$ cat config.mk
export PLATFORM = sky130hd
export DESIGN_NAME = mult_div_seq_flat
export DESIGN_NICKNAME = d
export VERILOG_FILES = /design/src/rtl/mult_div_seq_if.sv /design/src/rtl/mult_div_seq.sv /design/src/flat_wrapper.sv
export SDC_FILE = /design/constraint.sdc
export NUM_CORES = 1
export LEC_CHECK = 0
export CAP_MARGIN = 30
export CORE_MARGIN = 10
export CORE_UTILIZATION = 45
export DETAILED_ROUTE_END_ITERATION = 7
export PLACE_DENSITY_LB_ADDON = 0.05
export SKIP_LAST_GASP = 1
export SYNTH_ARGS = -nofsm -noshare
export SYNTH_HDL_FRONTEND = slang
export SYNTH_SLANG_ARGS = --single-unit
$ cat constraint.sdc
create_clock -name clock -period 3 [get_ports clock]
set_input_delay 0.3 -clock clock [delete_from_list [all_inputs] [get_ports clock]]
set_output_delay 0.3 -clock clock [all_outputs]
set_load 0.02 [all_outputs]
$ cat src/rtl/mult_div_seq_if.sv
// ============================================================================
// Module : mult_div_seq_if
// Brief  : Request/result bundle between the CPU control unit and the
//          iterative multiply/divide engine. MULT_DIV_UNSIGNED_EN adds op_unsigned.
// Rev    : 1.0  initial release
// ============================================================================
`default_nettype none

interface mult_div_seq_if #(
  parameter int WIDTH = 32
);
  logic             start;
  logic             op;
  logic [WIDTH-1:0] a;
  logic [WIDTH-1:0] b;
`ifdef MULT_DIV_UNSIGNED_EN
  logic             op_unsigned;
`endif
  logic             busy;
  logic             done;
  logic             div0;
  logic [WIDTH-1:0] hi;
  logic [WIDTH-1:0] lo;

  modport master (
    output start, op, a, b,
`ifdef MULT_DIV_UNSIGNED_EN
    output op_unsigned,
`endif
    input  busy, done, div0, hi, lo
  );

  modport slave (
    input  start, op, a, b,
`ifdef MULT_DIV_UNSIGNED_EN
    input  op_unsigned,
`endif
    output busy, done, div0, hi, lo
  );
endinterface

`default_nettype wire

$ cat src/rtl/mult_div_seq.sv
// ============================================================================
// Module : mult_div_seq
// Brief  : Radix-2 signed multiply / restoring signed divide owning HI/LO,
//          one bit per clock. Define MULT_DIV_UNSIGNED_EN to add multu/divu.
// Rev    : 1.0  initial release
// ============================================================================
`default_nettype none

module mult_div_seq #(
  parameter int WIDTH = 32
) (
  input  logic           clock,
  input  logic           reset,
  mult_div_seq_if.slave  bus
);

  localparam int         CW   = (WIDTH > 1) ? $clog2(WIDTH) : 1;
  localparam logic [1:0] IDLE = 2'd0;
  localparam logic [1:0] RUN  = 2'd1;
  localparam logic [1:0] FIX  = 2'd2;
  localparam logic [CW-1:0] LAST = CW'(WIDTH - 1);

  logic [1:0]         state;
  logic [CW-1:0]      count;
  logic [2*WIDTH:0]   acc;
  logic [WIDTH:0]     mag_a;
  logic [WIDTH:0]     mag_b;
  logic               op_div;
  logic               sign_a;
  logic               sign_b;
  logic               done_r;
  logic               div0_r;
  logic [WIDTH-1:0]   hi_r;
  logic [WIDTH-1:0]   lo_r;

  logic               is_unsigned;
`ifdef MULT_DIV_UNSIGNED_EN
  assign is_unsigned = bus.op_unsigned;
`else
  assign is_unsigned = 1'b0;
`endif

  // Operands are widened by one bit so |0x80..0| is representable.
  logic [WIDTH:0] ext_a;
  logic [WIDTH:0] ext_b;
  logic [WIDTH:0] abs_a;
  logic [WIDTH:0] abs_b;

  assign ext_a = {bus.a[WIDTH-1] & ~is_unsigned, bus.a};
  assign ext_b = {bus.b[WIDTH-1] & ~is_unsigned, bus.b};
  assign abs_a = ext_a[WIDTH] ? -ext_a : ext_a;
  assign abs_b = ext_b[WIDTH] ? -ext_b : ext_b;

  // Multiply: acc = {carry/high, low multiplier bits}, shifted right.
  // Divide:   acc = {remainder, quotient}, shifted left.
  logic [WIDTH:0]   mul_sum;
  logic [WIDTH:0]   shifted;
  logic [WIDTH:0]   trial;
  logic [WIDTH:0]   new_rem;
  logic             fits;
  logic [2*WIDTH:0] next_acc;

  always_comb begin
    mul_sum  = acc[0] ? (acc[2*WIDTH:WIDTH] + mag_a) : acc[2*WIDTH:WIDTH];
    shifted  = {acc[2*WIDTH-1:WIDTH], acc[WIDTH-1]};
    trial    = shifted - mag_b;
    fits     = (shifted >= mag_b);
    new_rem  = fits ? trial : shifted;
    next_acc = op_div ? {new_rem, acc[WIDTH-2:0], fits}
                      : {1'b0, mul_sum, acc[WIDTH-1:1]};
  end

  logic               negate;
  logic [2*WIDTH-1:0] prod;
  logic [2*WIDTH-1:0] prod_fix;
  logic [WIDTH-1:0]   quo_fix;
  logic [WIDTH-1:0]   rem_fix;
  logic [WIDTH-1:0]   fix_hi;
  logic [WIDTH-1:0]   fix_lo;

  always_comb begin
    negate   = sign_a ^ sign_b;
    prod     = acc[2*WIDTH-1:0];
    prod_fix = negate ? -prod : prod;
    quo_fix  = negate ? -acc[WIDTH-1:0] : acc[WIDTH-1:0];
    // Remainder follows the dividend sign (truncation toward zero).
    rem_fix  = sign_a ? -acc[2*WIDTH-1:WIDTH] : acc[2*WIDTH-1:WIDTH];
    if (op_div) begin
      fix_hi = rem_fix;
      fix_lo = quo_fix;
    end else begin
      fix_hi = prod_fix[2*WIDTH-1:WIDTH];
      fix_lo = prod_fix[WIDTH-1:0];
    end
  end

  always_ff @(posedge clock) begin
    if (!reset) begin
      state  <= IDLE;
      count  <= '0;
      acc    <= '0;
      mag_a  <= '0;
      mag_b  <= '0;
      op_div <= 1'b0;
      sign_a <= 1'b0;
      sign_b <= 1'b0;
      done_r <= 1'b0;
      div0_r <= 1'b0;
      hi_r   <= '0;
      lo_r   <= '0;
    end else begin
      done_r <= 1'b0;
      div0_r <= 1'b0;
      case (state)
        IDLE: begin
          if (bus.start) begin
            if (bus.op && (bus.b == '0)) begin
              div0_r <= 1'b1;
            end else begin
              op_div <= bus.op;
              sign_a <= ext_a[WIDTH];
              sign_b <= ext_b[WIDTH];
              mag_a  <= abs_a;
              mag_b  <= abs_b;
              acc    <= bus.op ? {{(WIDTH+1){1'b0}}, abs_a[WIDTH-1:0]}
                               : {{(WIDTH+1){1'b0}}, abs_b[WIDTH-1:0]};
              count  <= '0;
              state  <= RUN;
            end
          end
        end
        RUN: begin
          acc   <= next_acc;
          count <= count + 1'b1;
          if (count == LAST) begin
            state <= FIX;
          end
        end
        FIX: begin
          hi_r   <= fix_hi;
          lo_r   <= fix_lo;
          done_r <= 1'b1;
          state  <= IDLE;
        end
        default: state <= IDLE;
      endcase
    end
  end

  assign bus.busy = (state != IDLE);
  assign bus.done = done_r;
  assign bus.div0 = div0_r;
  assign bus.hi   = hi_r;
  assign bus.lo   = lo_r;

endmodule

`default_nettype wire
$ cat src/flat_wrapper.sv
// flat-port wrapper written by rule: the top's interface ports become plain ports
module mult_div_seq_flat 
#(
  parameter int WIDTH = 32
)
  (clock, reset, bus_start, bus_op, bus_a, bus_b, bus_busy, bus_done, bus_div0, bus_hi, bus_lo);
  mult_div_seq_if #(.WIDTH(WIDTH)) bus_i ();
  input  logic clock;
  input  logic reset;
  input wire logic [$bits(bus_i.start)-1:0] bus_start;
  input wire logic [$bits(bus_i.op)-1:0] bus_op;
  input wire logic [$bits(bus_i.a)-1:0] bus_a;
  input wire logic [$bits(bus_i.b)-1:0] bus_b;
  output wire logic [$bits(bus_i.busy)-1:0] bus_busy;
  output wire logic [$bits(bus_i.done)-1:0] bus_done;
  output wire logic [$bits(bus_i.div0)-1:0] bus_div0;
  output wire logic [$bits(bus_i.hi)-1:0] bus_hi;
  output wire logic [$bits(bus_i.lo)-1:0] bus_lo;
  assign bus_i.start = bus_start;
  assign bus_i.op = bus_op;
  assign bus_i.a = bus_a;
  assign bus_i.b = bus_b;
  assign bus_busy = bus_i.busy;
  assign bus_done = bus_i.done;
  assign bus_div0 = bus_i.div0;
  assign bus_hi = bus_i.hi;
  assign bus_lo = bus_i.lo;
  mult_div_seq #(.WIDTH(WIDTH)) u_core (.clock(clock), .reset(reset), .bus(bus_i));
endmodule
==> summary.md, run 1 <==
| Metric | Value |
|---|---|
| Crit path cell chain | inv_1 -> ha_4 -> a21oi_4 -> o22ai_4 -> o311ai_4 -> a211oi_4 -> buf_6 -> o31ai_4 -> o21ba_4 -> buf_12 -> mux2i_1 -> o221a_2 -> nor2_1 |
| Post-route insts no fill | about 2800 |
| Via Count | about 17000 |
| Pwr Density | around 450 nW/um^2 |
| Maximum VDD drop | ~0.47 mV |
| Cell family with most CP delay | compound AO/OA/AOI/OAI gates |
| Yosys reg bits | 207 |
| Rel. slew slack | 0.5095 |
| Die width | 204.1 um |
| Starting DRT DRC Count | 1298 |
| Num Clock Sinks | 207 |
| R2R setup slack | -0.04 ns |
| Final hold vios | 0 |
| Final setup violation count | 6 |
| Hold slack | between 0.3 and 0.4 ns |
| Worst-skew pair later-pin latency | 0.56 ns |
| TNS Setup | -0.07688 ns |
| Final wirelength | 60640 um |
| R2r endpoint | u_core.acc[36] |
| RSZ-0062 raised after global routing | true |
| Total Nets Final | 2494 |
| Die H | 204.1 um |
| Fillcell total | 2954 |
| Hold-fix buffers at CTS | 0 |
| Initial antenna violation count | 0 |
| Hold endpoint | u_core.bus.div0 |
| DR pass1 iterations | 7 |
| Post-synth ARST share | 0 |
| Max FO, Critical Path | 15 |
| Final setup margin | -0.03794 ns |
| Min Tclk post-route | ~3.0 ns |
| R2R Path Start | u_core.mag_b[4] |
| Slowest library cell on the worst path | o311ai_4 |
| Combinational Power Share | 0.312 |
| Met3 wire length | 4219 um |
| Ant diodes | 0 |
| GP Congestion | 0.9511 |
| First-pass GRT wire length | roughly 92000 um |
| Leakage power | 8.618 nW |
| Primary FF master, synth | dfxtp_1 |
| Clock group share of total power | 0.375 |
| Syn nets | 2104 |
| Fin. max-slew vios | 0 |
| CTS H-tree lvls | 1 |
| Startpoint Class | register |
| Sw power | 3.114 mW |
| Top post-synthesis cells by area | dfxtp_1, a211oi_1, ha_1, nor2_1, xor2_1 |
| Core Footprint | 33450 sq um |
| CP arrival | about 3.4 ns |
| Gate count of the mapped netlist | 1963 |
| Gr usage total | 0.2771 |
| IO Pins | 135 |
| WL met1 | 25740 um |
| Hold Path Class | in2reg |
| Initial Util | 0.4559 |
| Top layer in use | met4 |
| TritonCTS Buffers | 26 |
| Post-synth cell types | between 70 and 80 |
| Seq/Total Area, Yosys | 0.2718 |
| Flop pwr share | 0.313 |
| CTS tree | done |
| Largest net degree at the start of global routing | around 160 |
| Number of global-route vias before repair | 15902 |
| Met2 WL post-DR | 28630 um |
| Status | complete, but fails checks |
| Pre-CTS setup slack | -0.5987 ns |
| Sw Share | 0.3230 |
| Post-route cell area | 21250 sq um |
| Placed cell area | 19340 sq um |
| Synthesis-to-finish area growth | 39.39% |
| Cell Count Post-Placement | 2751 |
| Internal power | 6.528 mW |
| Worst-Margin Slew | 0.7357 ns |
| Clock Skew | 0.03337 ns |
| Failing checks | setup timing |
| Hold Path Depth | 5 |
| Highest clock rate | 0.3292 GHz |
| Post-route ant nets | 0 |
| Crit Path Class | reg2reg |
| Worst-path clk slew | 0.06 ns |
| Area of the mapped netlist | 15250 sq um |
| Port bufs | 134 |
| Crit-path max cell delay | slightly above 0.4 ns |
| Buf/Inv on CP | 3 |
| Synth warn | 0 |
| Critical Path RT | 3.40 ns |
| Clk buf depth | 3 |
| Drt wl/cell | 21.49 um |
| Vias per std cell | a little under 6 |
| Total grt overflow | 0 |
| Synth top area share | 0.2718 |
| Row count | 67 |
| Final period util | 1.013 |
| Synth area leader | dfxtp_1 |
| DRC viols | 0 |
| Post-synth EDFFs | 0 |
| Die area | 41650 sq um |
| CTS root buffer | clkbuf_16 |
| Worst reg-to-reg path cell count | 13 |
| Setup crit end kind | register |
| Syn Area/Cell | 7.768 sq um |
| Fraction of layout cells with a size suffix above 1 | 0.2360 |
| Post-DP HPWL | 46440 um |
| Hold_sp | bus_op |
| Crit. path cell count | 13 |
| Max Cap Violations | 0 |
## through the flow
stage | total power [mW] | util
after floorplan | 4.584 | -
after global placement | 5.734 | 0.5783
after detailed placement | 5.759 | 0.5783
after CTS | 9.510 | 0.6211
after global routing | 10.04 | 0.6354
final | 9.642 | 0.6354
## worst max-delay path by stage
| stage | from | end |
|---|---|---|
| final | u_core.mag_b[4] | u_core.acc[36] |
| after detailed placement | bus_b[5] | u_core.acc[29] |
| after global placement | bus_b[5] | u_core.acc[14] |
| after CTS | u_core.mag_b[14] | u_core.acc[40] |
| after floorplan | u_core.mag_b[14] | u_core.acc[55] |
| after global routing | u_core.mag_b[4] | u_core.acc[36] |
## power by group through the flow
stage | Combinational [mW] | Clock [mW] | Sequential [mW]
after floorplan | 1.56 | 0 | 3.02
after global placement | 2.67 | 0 | 3.06
after detailed placement | 2.69 | 0 | 3.07
after CTS | 2.82 | 3.68 | 3.01
after global routing | 3.24 | 3.77 | 3.03
final | 3.01 | 3.62 | 3.02
## final cells by class
type,instances,area (sq um),share of cell area
clock buffer,32,703.2,0.03308
sequential,207,4175,0.1964
multi-input combinational,1541,10920,0.5136
inverter,73,276.5,0.01301
tap,448,560.5,0.02637
timing repair buffer,504,4347,0.2045
clock inverter,16,276.5,0.01301
## registers in the layout (all words and copies together), names as in the netlist
name             flops
u_core.acc          65
u_core.bus.div0      1
u_core.bus.done      1
u_core.bus.hi       32
u_core.bus.lo       32
u_core.count         5
u_core.mag_a        33
u_core.mag_b        33
u_core.op_div        1
u_core.sign_a        1
u_core.sign_b        1
u_core.state         2
## worst min-delay path: cells and delay by family
| family | cells | cell delay, ns |
|---|---|---|
| buffers and inverters | 2 | 0.27 |
| AND/OR/NAND/NOR | 3 | 0.29 |
## cells by family (layout without fill, tap and decap cells)
logic type	after synthesis	count (layout)	synth area share
compound gates	621	621	0.2760
xor+xnor	171	171	0.09871
fa+ha+maj	73	73	0.06088
buf+inv	215	625	0.05465
flops	207	207	0.2718
mux	85	85	0.05678
simple gates	591	591	0.1813
## cells in the final DEF, fill, tap and decap left out, drive strengths merged, types with 12 or more instances in the layout
master         instances
buf                  369
nor2                 221
dfxtp                207
nand2                162
a211oi               148
a21oi                143
clkdlybuf4s50        133
o21ai                102
xor2                  88
xnor2                 83
mux2i                 73
inv                   73
ha                    71
nor3                  37
clkbuf                34
a21o                  30
o31ai                 28
nand3                 26
o211ai                23
nor2b                 20
nand4                 18
o41ai                 18
or3                   17
nor4                  17
nand2b                16
or4                   16
a31oi                 15
o21bai                13
mux2                  12
a32o                  12
## synth_stat cells, types with 6 or more instances
cell type	instances
nor2_1	220
dfxtp_1	207
nand2_1	162
a211oi_1	148
a21oi_1	143
clkbuf_1	115
o21ai_0	97
xor2_1	88
xnor2_1	82
inv_1	73
mux2i_1	73
ha_1	71
nor3_1	36
a21o_1	30
o31ai_1	27
nand3_1	26
o211ai_1	23
nor2b_1	20
nand4_1	18
o41ai_1	18
or3_1	17
nand2b_1	16
nor4_1	16
a31oi_1	15
or4_1	15
buf_1	13
a32o_1	12
mux2_2	12
o21bai_1	12
buf_2	11
a221oi_1	9
a311oi_1	9
and3_1	9
a211o_1	7
o21a_1	7
a21boi_0	6
nand3b_1	6
## per-layer routing
layer / global-route usage / up-vias
met2: 0.4666 / 619
li1: - / 7975
met3: 0.03519 / 99
met5: 0 / -
met1: 0.3598 / 7895
met4: 0.08887 / 0
## what timing repair did
| action | 4_1_cts | 5_1_grt |
|---|---|---|
| pin swaps | 33 | 59 |
| gates cloned | 0 | 3 |
| resized for setup | 84 | 80 |
| setup buffers | 11 | 11 |
| endpoints found under the setup margin | 37 | 143 |
Note: power is estimated with default switching activity, not from simulation.
==> run 2: changes to the inputs <==
--- a/config.mk
+++ b/config.mk
@@ -10,6 +10,7 @@
 export CORE_UTILIZATION = 45
 export DETAILED_ROUTE_END_ITERATION = 7
 export PLACE_DENSITY_LB_ADDON = 0.05
+export RECOVER_POWER = 50
 export SKIP_LAST_GASP = 1
 export SYNTH_ARGS = -nofsm -noshare
 export SYNTH_HDL_FRONTEND = slang
==> run 2 against run 1 <==
- the flow finishes with violations (capacitance limit, slew limit, setup timing)
- largest cell class unchanged
- final cell count unchanged
- hold slack worse by 0.0080 ns
- clock skew up 0.0012 ns
- utilization down 0.13 points
- via count down 0.29%
- first-iteration DRC count down 4.9%
- combinational power about the same
- cell area down 0.20%
- non-clock buffer count unchanged
- global-route usage unchanged
- setup slack better by 0.015 ns
==> summary.md, run 2 (same netlist as run 1, synthesis figures left out) <==
| Metric | Value |
|---|---|
| Largest register FFs | 65 |
| CTS H-tree lvls | 1 |
| Maximum VDD drop | 0.4687 mV |
| R2R Path Start | u_core.mag_b[4] |
| Post-route cell area | 21210 sq um |
| Final period util | 1.008 |
| CP arrival | 3.42 ns |
| Highest clock rate | 0.3308 GHz |
| Core Footprint | 33450 sq um |
| Via Count | 16540 |
| Cell Count Post-Placement | 2751 |
| Final hold vios | 0 |
| TritonCTS Buffers | 26 |
| Placed cell area | 19340 sq um |
| Die width | 204.1 um |
| Clock Skew | 0.03457 ns |
| Worst-skew pair later-pin latency | around 0.56 ns |
| Worst reg-to-reg path cell count | 13 |
| Setup crit end kind | register |
| Largest net degree at the start of global routing | 156 |
| Clk buf depth | 3 |
| Fillcell total | 2964 |
| Post-route ant nets | 0 |
| Die area | 41650 sq um |
| Max FO, Critical Path | 15 |
| Gr usage total | 0.2771 |
| R2r endpoint | u_core.acc[36] |
| CTS root buffer | clkbuf_16 |
| Fraction of layout cells with a size suffix above 1 | 0.2347 |
| Port bufs | 134 |
| Hold_sp | bus_op |
| Crit Path Class | reg2reg |
| Total Nets Final | 2494 |
| Max Cap Violations | 2 |
| DRC viols | 0 |
| Failing checks | capacitance limit, slew limit, setup timing |
| Post-DP HPWL | 46440 um |
| Min Tclk post-route | 3.023 ns |
| Slowest library cell on the worst path | o311ai_4 |
| Crit path cell chain | inv_1 -> ha_4 -> a21oi_4 -> o22ai_4 -> o311ai_4 -> a211oi_4 -> buf_6 -> o31ai_4 -> o21ba_4 -> buf_12 -> mux2i_1 -> o221a_2 -> nor2_1 |
| Rel. slew slack | -0.2253 |
| Leakage power | 8.839 nW |
| Number of global-route vias before repair | 15902 |
| Critical Path RT | ~3.4 ns |
| Most frequent cells in the layout | buf_4, nor2_1, dfxtp_1 |
| Worst-Margin Slew | 1.838 ns |
| Fin util | 0.6342 |
| Worst-path clk slew | 0.06 ns |
| RSZ-0062 raised after global routing | true |
| Pwr Density | 454.8 nW/um^2 |
| Die H | around 200 um |
| Starting DRT DRC Count | 1234 |
| Row count | 67 |
| Initial antenna violation count | 1 |
| Pre-CTS setup slack | -0.5987 ns |
| Hold Path Class | in2reg |
| Hold slack | around 0.35 ns |
| R2R setup slack | -0.02 ns |
| Synthesis-to-finish area growth | 39.11% |
| Fin. max-slew vios | 140 |
| Num Clock Sinks | 207 |
| Status | complete, but fails checks |
| First-pass GRT wire length | 91780 um |
| GP Congestion | 0.9511 |
| Total grt overflow | 0 |
| Most flops, register | u_core.acc |
| Final setup violation count | 3 |
| IO Pins | 135 |
| Ant diodes | 0 |
| Post-route insts no fill | 2821 |
| Leading registers by flop count | u_core.acc: 65 flops, u_core.mag_a: 33 flops, u_core.mag_b: 33 flops |
| Hold Path Depth | 5 |
| Final setup margin | -0.02340 ns |
| Register Area | 4175 sq um |
| CTS tree | done |
| Startpoint Class | register |
| Drt wl/cell | 21.48 um |
| Most common cell after layout, fill and taps aside | buf_4 |
| Hold endpoint | u_core.bus.div0 |
| DR pass1 iterations | 5 |
| Crit-path max cell delay | 0.40 ns |
| Final wirelength | 60590 um |
| Initial Util | 0.4559 |
| Area of the multi-input gates | 10910 sq um |
| Vias per std cell | between 5 and 6 |
run 2: cell count changes in the layout (fill, tap and decap cells not counted), sizes merged:
cell and change:
clkdlybuf4s50 -67, dlygate4sd3 +67, buf -4, clkbuf +4
run 2: metrics by stage:
step	setup TNS [ns]	power [mW]
2_1_floorplan	0	4.584
3_5_place_dp	-49.42	5.759
5_1_grt	-6.512	10.03
3_3_place_gp	-33.01	5.734
4_1_cts	-0.02038	9.510
6_report	-0.02896	9.646
run 2: metal layers:
layer / vias up / part of all wire / track usage
met1: 7894 / 0.43 / 0.3598
met4: 0 / 0.033 / 0.08887
met2: 572 / 0.47 / 0.4666
li1: 7979 / - / -
met5: - / 0 / 0
met3: 95 / 0.067 / 0.03519
run 2: how the worst max path moves through the flow:
stage / from / end / slack, ns
2_1_floorplan: u_core.mag_b[14] / u_core.acc[55] / 0.0005
3_3_place_gp: bus_b[5] / u_core.acc[14] / -0.56
3_5_place_dp: bus_b[5] / u_core.acc[29] / -0.60
4_1_cts: u_core.mag_b[14] / u_core.acc[40] / -0.009
5_1_grt: u_core.mag_b[4] / u_core.acc[36] / -0.14
6_report: u_core.mag_b[4] / u_core.acc[36] / -0.02
run 2: power by group:
part	internal (mW)	leakage [nW]	total [mW]	switching, mW
registers	2.88	1.70	3.02	0.135
clock network	2.27	0.468	3.63	1.36
logic	1.37	6.67	3.01	1.63
total	6.52	8.84	9.65	3.12
run 2: worst max-delay path: cells and delay by family (launching register included):
family,cells,cell delay [ns]
buf+inv,3,0.40
compound gates,7,1.57
simple gates,1,0.03
flops,1,0.33
fa+ha+maj,1,0.26
mux,1,0.22
run 2: cell type report:
cell class	count	share of cell area
Clock buffer	32	0.03315
Clock inverter	16	0.01304
Inverter	73	0.01304
Multi-Input combinational cell	1541	0.5144
Sequential cell	207	0.1968
Tap cell	448	0.02643
Timing Repair Buffer	504	0.2031
run 2: repair_timing:
item                       4_1_cts  5_1_grt
setup endpoints to repair       37      143
gates cloned                     0        3
hold buffers                     0        0
pin swaps                       33       59
setup buffers                   11       11
resized for setup               84       80
==> run 3: changes to the inputs <==
--- a/config.mk
+++ b/config.mk
@@ -9,7 +9,7 @@
 export CORE_MARGIN = 10
 export CORE_UTILIZATION = 45
 export DETAILED_ROUTE_END_ITERATION = 7
-export PLACE_DENSITY_LB_ADDON = 0.05
+export PLACE_DENSITY = 0.67
 export RECOVER_POWER = 50
 export SKIP_LAST_GASP = 1
 export SYNTH_ARGS = -nofsm -noshare
==> run 3 against run 2 <==
- the run ends with setup timing left
- die area did not move
- setup slack got worse by 0.15 ns
- routed wire length fell by 0.54%
- hold slack improved by 0.023 ns
- highest routed layer unchanged
- first-iteration DRC count rose by 8.9%
- cell area fell by 0.30%
- sequential power barely moved
- combinational power rose by 4%
- clock power fell by 23%
- clock skew fell by 0.019 ns
- sequential share of layout area barely moved
==> summary.md, run 3 (same netlist as run 1, synthesis figures left out) <==
| Metric | Value |
|---|---|
| Status | complete, but fails checks |
| Failing checks | setup timing |
| CTS root buffer | clkbuf_16 |
| Hold Path Class | in2reg |
| CTS H-tree lvls | 1 |
| Core Footprint | 33450 sq um |
| Drt wl/cell | 21.36 um |
| Cell family with most CP delay | compound AO/OA/AOI/OAI gates |
| CTS tree | done |
| Fin. max-slew vios | 0 |
| Crit-path max cell delay | 0.37 ns |
| Starting DRT DRC Count | ~1300 |
| Cell Count Post-Placement | 2748 |
| Num Clock Sinks | 207 |
| Largest register FFs | 65 |
| Leakage power | 8.720 nW |
| Clock group share of total power | 0.313 |
| Internal power | 5.914 mW |
| Worst-Margin Slew | 1.492 ns |
| Clk buf depth | 3 |
| Maximum VDD drop | 0.3536 mV |
| Final hold vios | 0 |
| Gr usage total | 0.2741 |
| Post-route cell area | 21150 sq um |
| Most common cell after layout, fill and taps aside | buf_4 |
| Die H | 204.1 um |
| CP arrival | 3.66 ns |
| Sw Share | 0.3420 |
| DRC viols | 0 |
| Ant diodes | 0 |
| Final setup margin | -0.1738 ns |
| Power Total | between 8 and 9 mW |
| Initial antenna violation count | 0 |
| Post-DP HPWL | 46070 um |
| Startpoint Class | register |
| Initial Util | 0.4559 |
| Post-route insts no fill | 2821 |
| Fillcell total | 2921 |
| Min Tclk post-route | 3.174 ns |
| Synthesis-to-finish area growth | 38.69% |
| TritonCTS Buffers | 23 |
| Sw power | 3.074 mW |
| Crit Path Class | reg2reg |
| Hold-fix buffers at CTS | 0 |
| Row count | 67 |
| Final period util | 1.058 |
| Flop pwr share | 0.337 |
| DR pass1 iterations | 5 |
| Pre-CTS setup slack | -0.4506 ns |
| Vias per std cell | between 5 and 6 |
| GP Congestion | 0.9802 |
| Buf/Inv on CP | 6 |
| Die area | 41650 sq um |
| Clock Skew | 0.01592 ns |
| Placed cell area | 19340 sq um |
| Area of the multi-input gates | 11060 sq um |
| First-pass GRT wire length | just over 90000 um |
| Fraction of layout cells with a size suffix above 1 | 0.2343 |
| Max Cap Violations | 0 |
| IO Pins | about 140 |
| Most flops, register | u_core.acc |
| Rel. slew slack | 0.005377 |
| Highest clock rate | roughly 0.32 GHz |
| Most frequent cells in the layout | buf_4, nor2_1, dfxtp_1 |
| Most frequent CP cell | buf_4 |
| RSZ-0062 raised after global routing | true |
| Critical Path RT | 3.48 ns |
| Pwr Density | 425.0 nW/um^2 |
| Number of global-route vias before repair | 16108 |
| Largest net degree at the start of global routing | about 160 |
| Leading registers by flop count | u_core.acc: 65 flops, u_core.mag_a: 33 flops, u_core.mag_b: 33 flops |
| Slowest library cell on the worst path | a211oi_4 |
| Max FO, Critical Path | 4 |
| Via Count | 16675 |
| Total Nets Final | 2499 |
| Die width | 204.1 um |
| Setup crit end kind | register |
| Worst-skew pair later-pin latency | around 0.55 ns |
| Register Area | 4169 sq um |
| Final wirelength | 60270 um |
| Post-route ant nets | 0 |
| Total grt overflow | 0 |
| Port bufs | 134 |
| Worst-path clk slew | about 0.070 ns |
| Combinational Power Share | 0.350 |
| Crit path cell chain | ha_4 -> nand4_1 -> buf_4 -> o22ai_4 -> o311ai_2 -> buf_4 -> a211oi_4 -> o31ai_4 -> o21ba_4 -> buf_12 -> buf_4 -> buf_4 -> a2111oi_4 -> buf_4 -> a211oi_2 -> o21ai_1 |
| Final setup violation count | roughly 110 |
[run 3: final timing paths]
| path | depth (start not counted) | start | end | slack [ns] |
|---|---|---|---|---|
| worst min register to register | 2 | u_core.bus.hi[14] | u_core.bus.hi[14] | 0.45 |
| worst max-delay path | 16 | u_core.acc[37] | u_core.acc[60] | -0.17 |
| worst max register to register | 16 | u_core.acc[37] | u_core.acc[60] | -0.17 |
| worst min-delay path | 5 | bus_op | u_core.bus.div0 | 0.37 |
[run 3: layout make-up]
class                   instances  share of cell area
repair buffers                512              0.2060
flip-flops and latches        207              0.1971
multi-input cells            1541              0.5231
inverters                      73             0.01308
clock buffers                  34             0.03059
well taps                     448             0.02651
clock inverters                 6            0.003550
[run 3: worst min-delay path, stage by stage]
cell,delay [ns]
buf_2,0.14
nor4b_1,0.15
nand3_1,0.10
clkbuf_4,0.14
nor3_1,0.04
[run 3: per-layer routing]
layer	up-vias	part of all wire	track usage
met5	-	0	0
met4	0	0.057	0.1468
met3	160	0.071	0.04026
met2	662	0.46	0.4511
met1	7835	0.41	0.3396
li1	8018	-	-
[run 3: metrics by stage]
step                setup TNS, ns  hold WS (ns)    util
finish                     -5.738        0.3699  0.6323
global route               -20.47        0.4064  0.6323
CTS                        -1.969        0.3291  0.6106
detailed placement         -39.12        0.4472  0.5783
global placement           -29.40        0.4381  0.5783
floorplan                       0        0.4183       -
[run 3: power by group through the flow]
stage                     clock network [mW]  registers (mW)  logic (mW)
after floorplan                            0            3.02        1.56
after global placement                     0            3.07        2.70
after detailed placement                   0            3.08        2.73
after CTS                               2.83            3.02        2.86
after global routing                    2.96            3.04        3.38
final                                   2.81            3.03        3.14
[run 3: timing repair]
action | CTS | global route
cloned | 0 | 1
setup buffers | 7 | 27
resized for setup | 66 | 130
hold endpoints to repair | 0 | 0
endpoints found under the setup margin | 36 | 132
pin swaps | 27 | 93
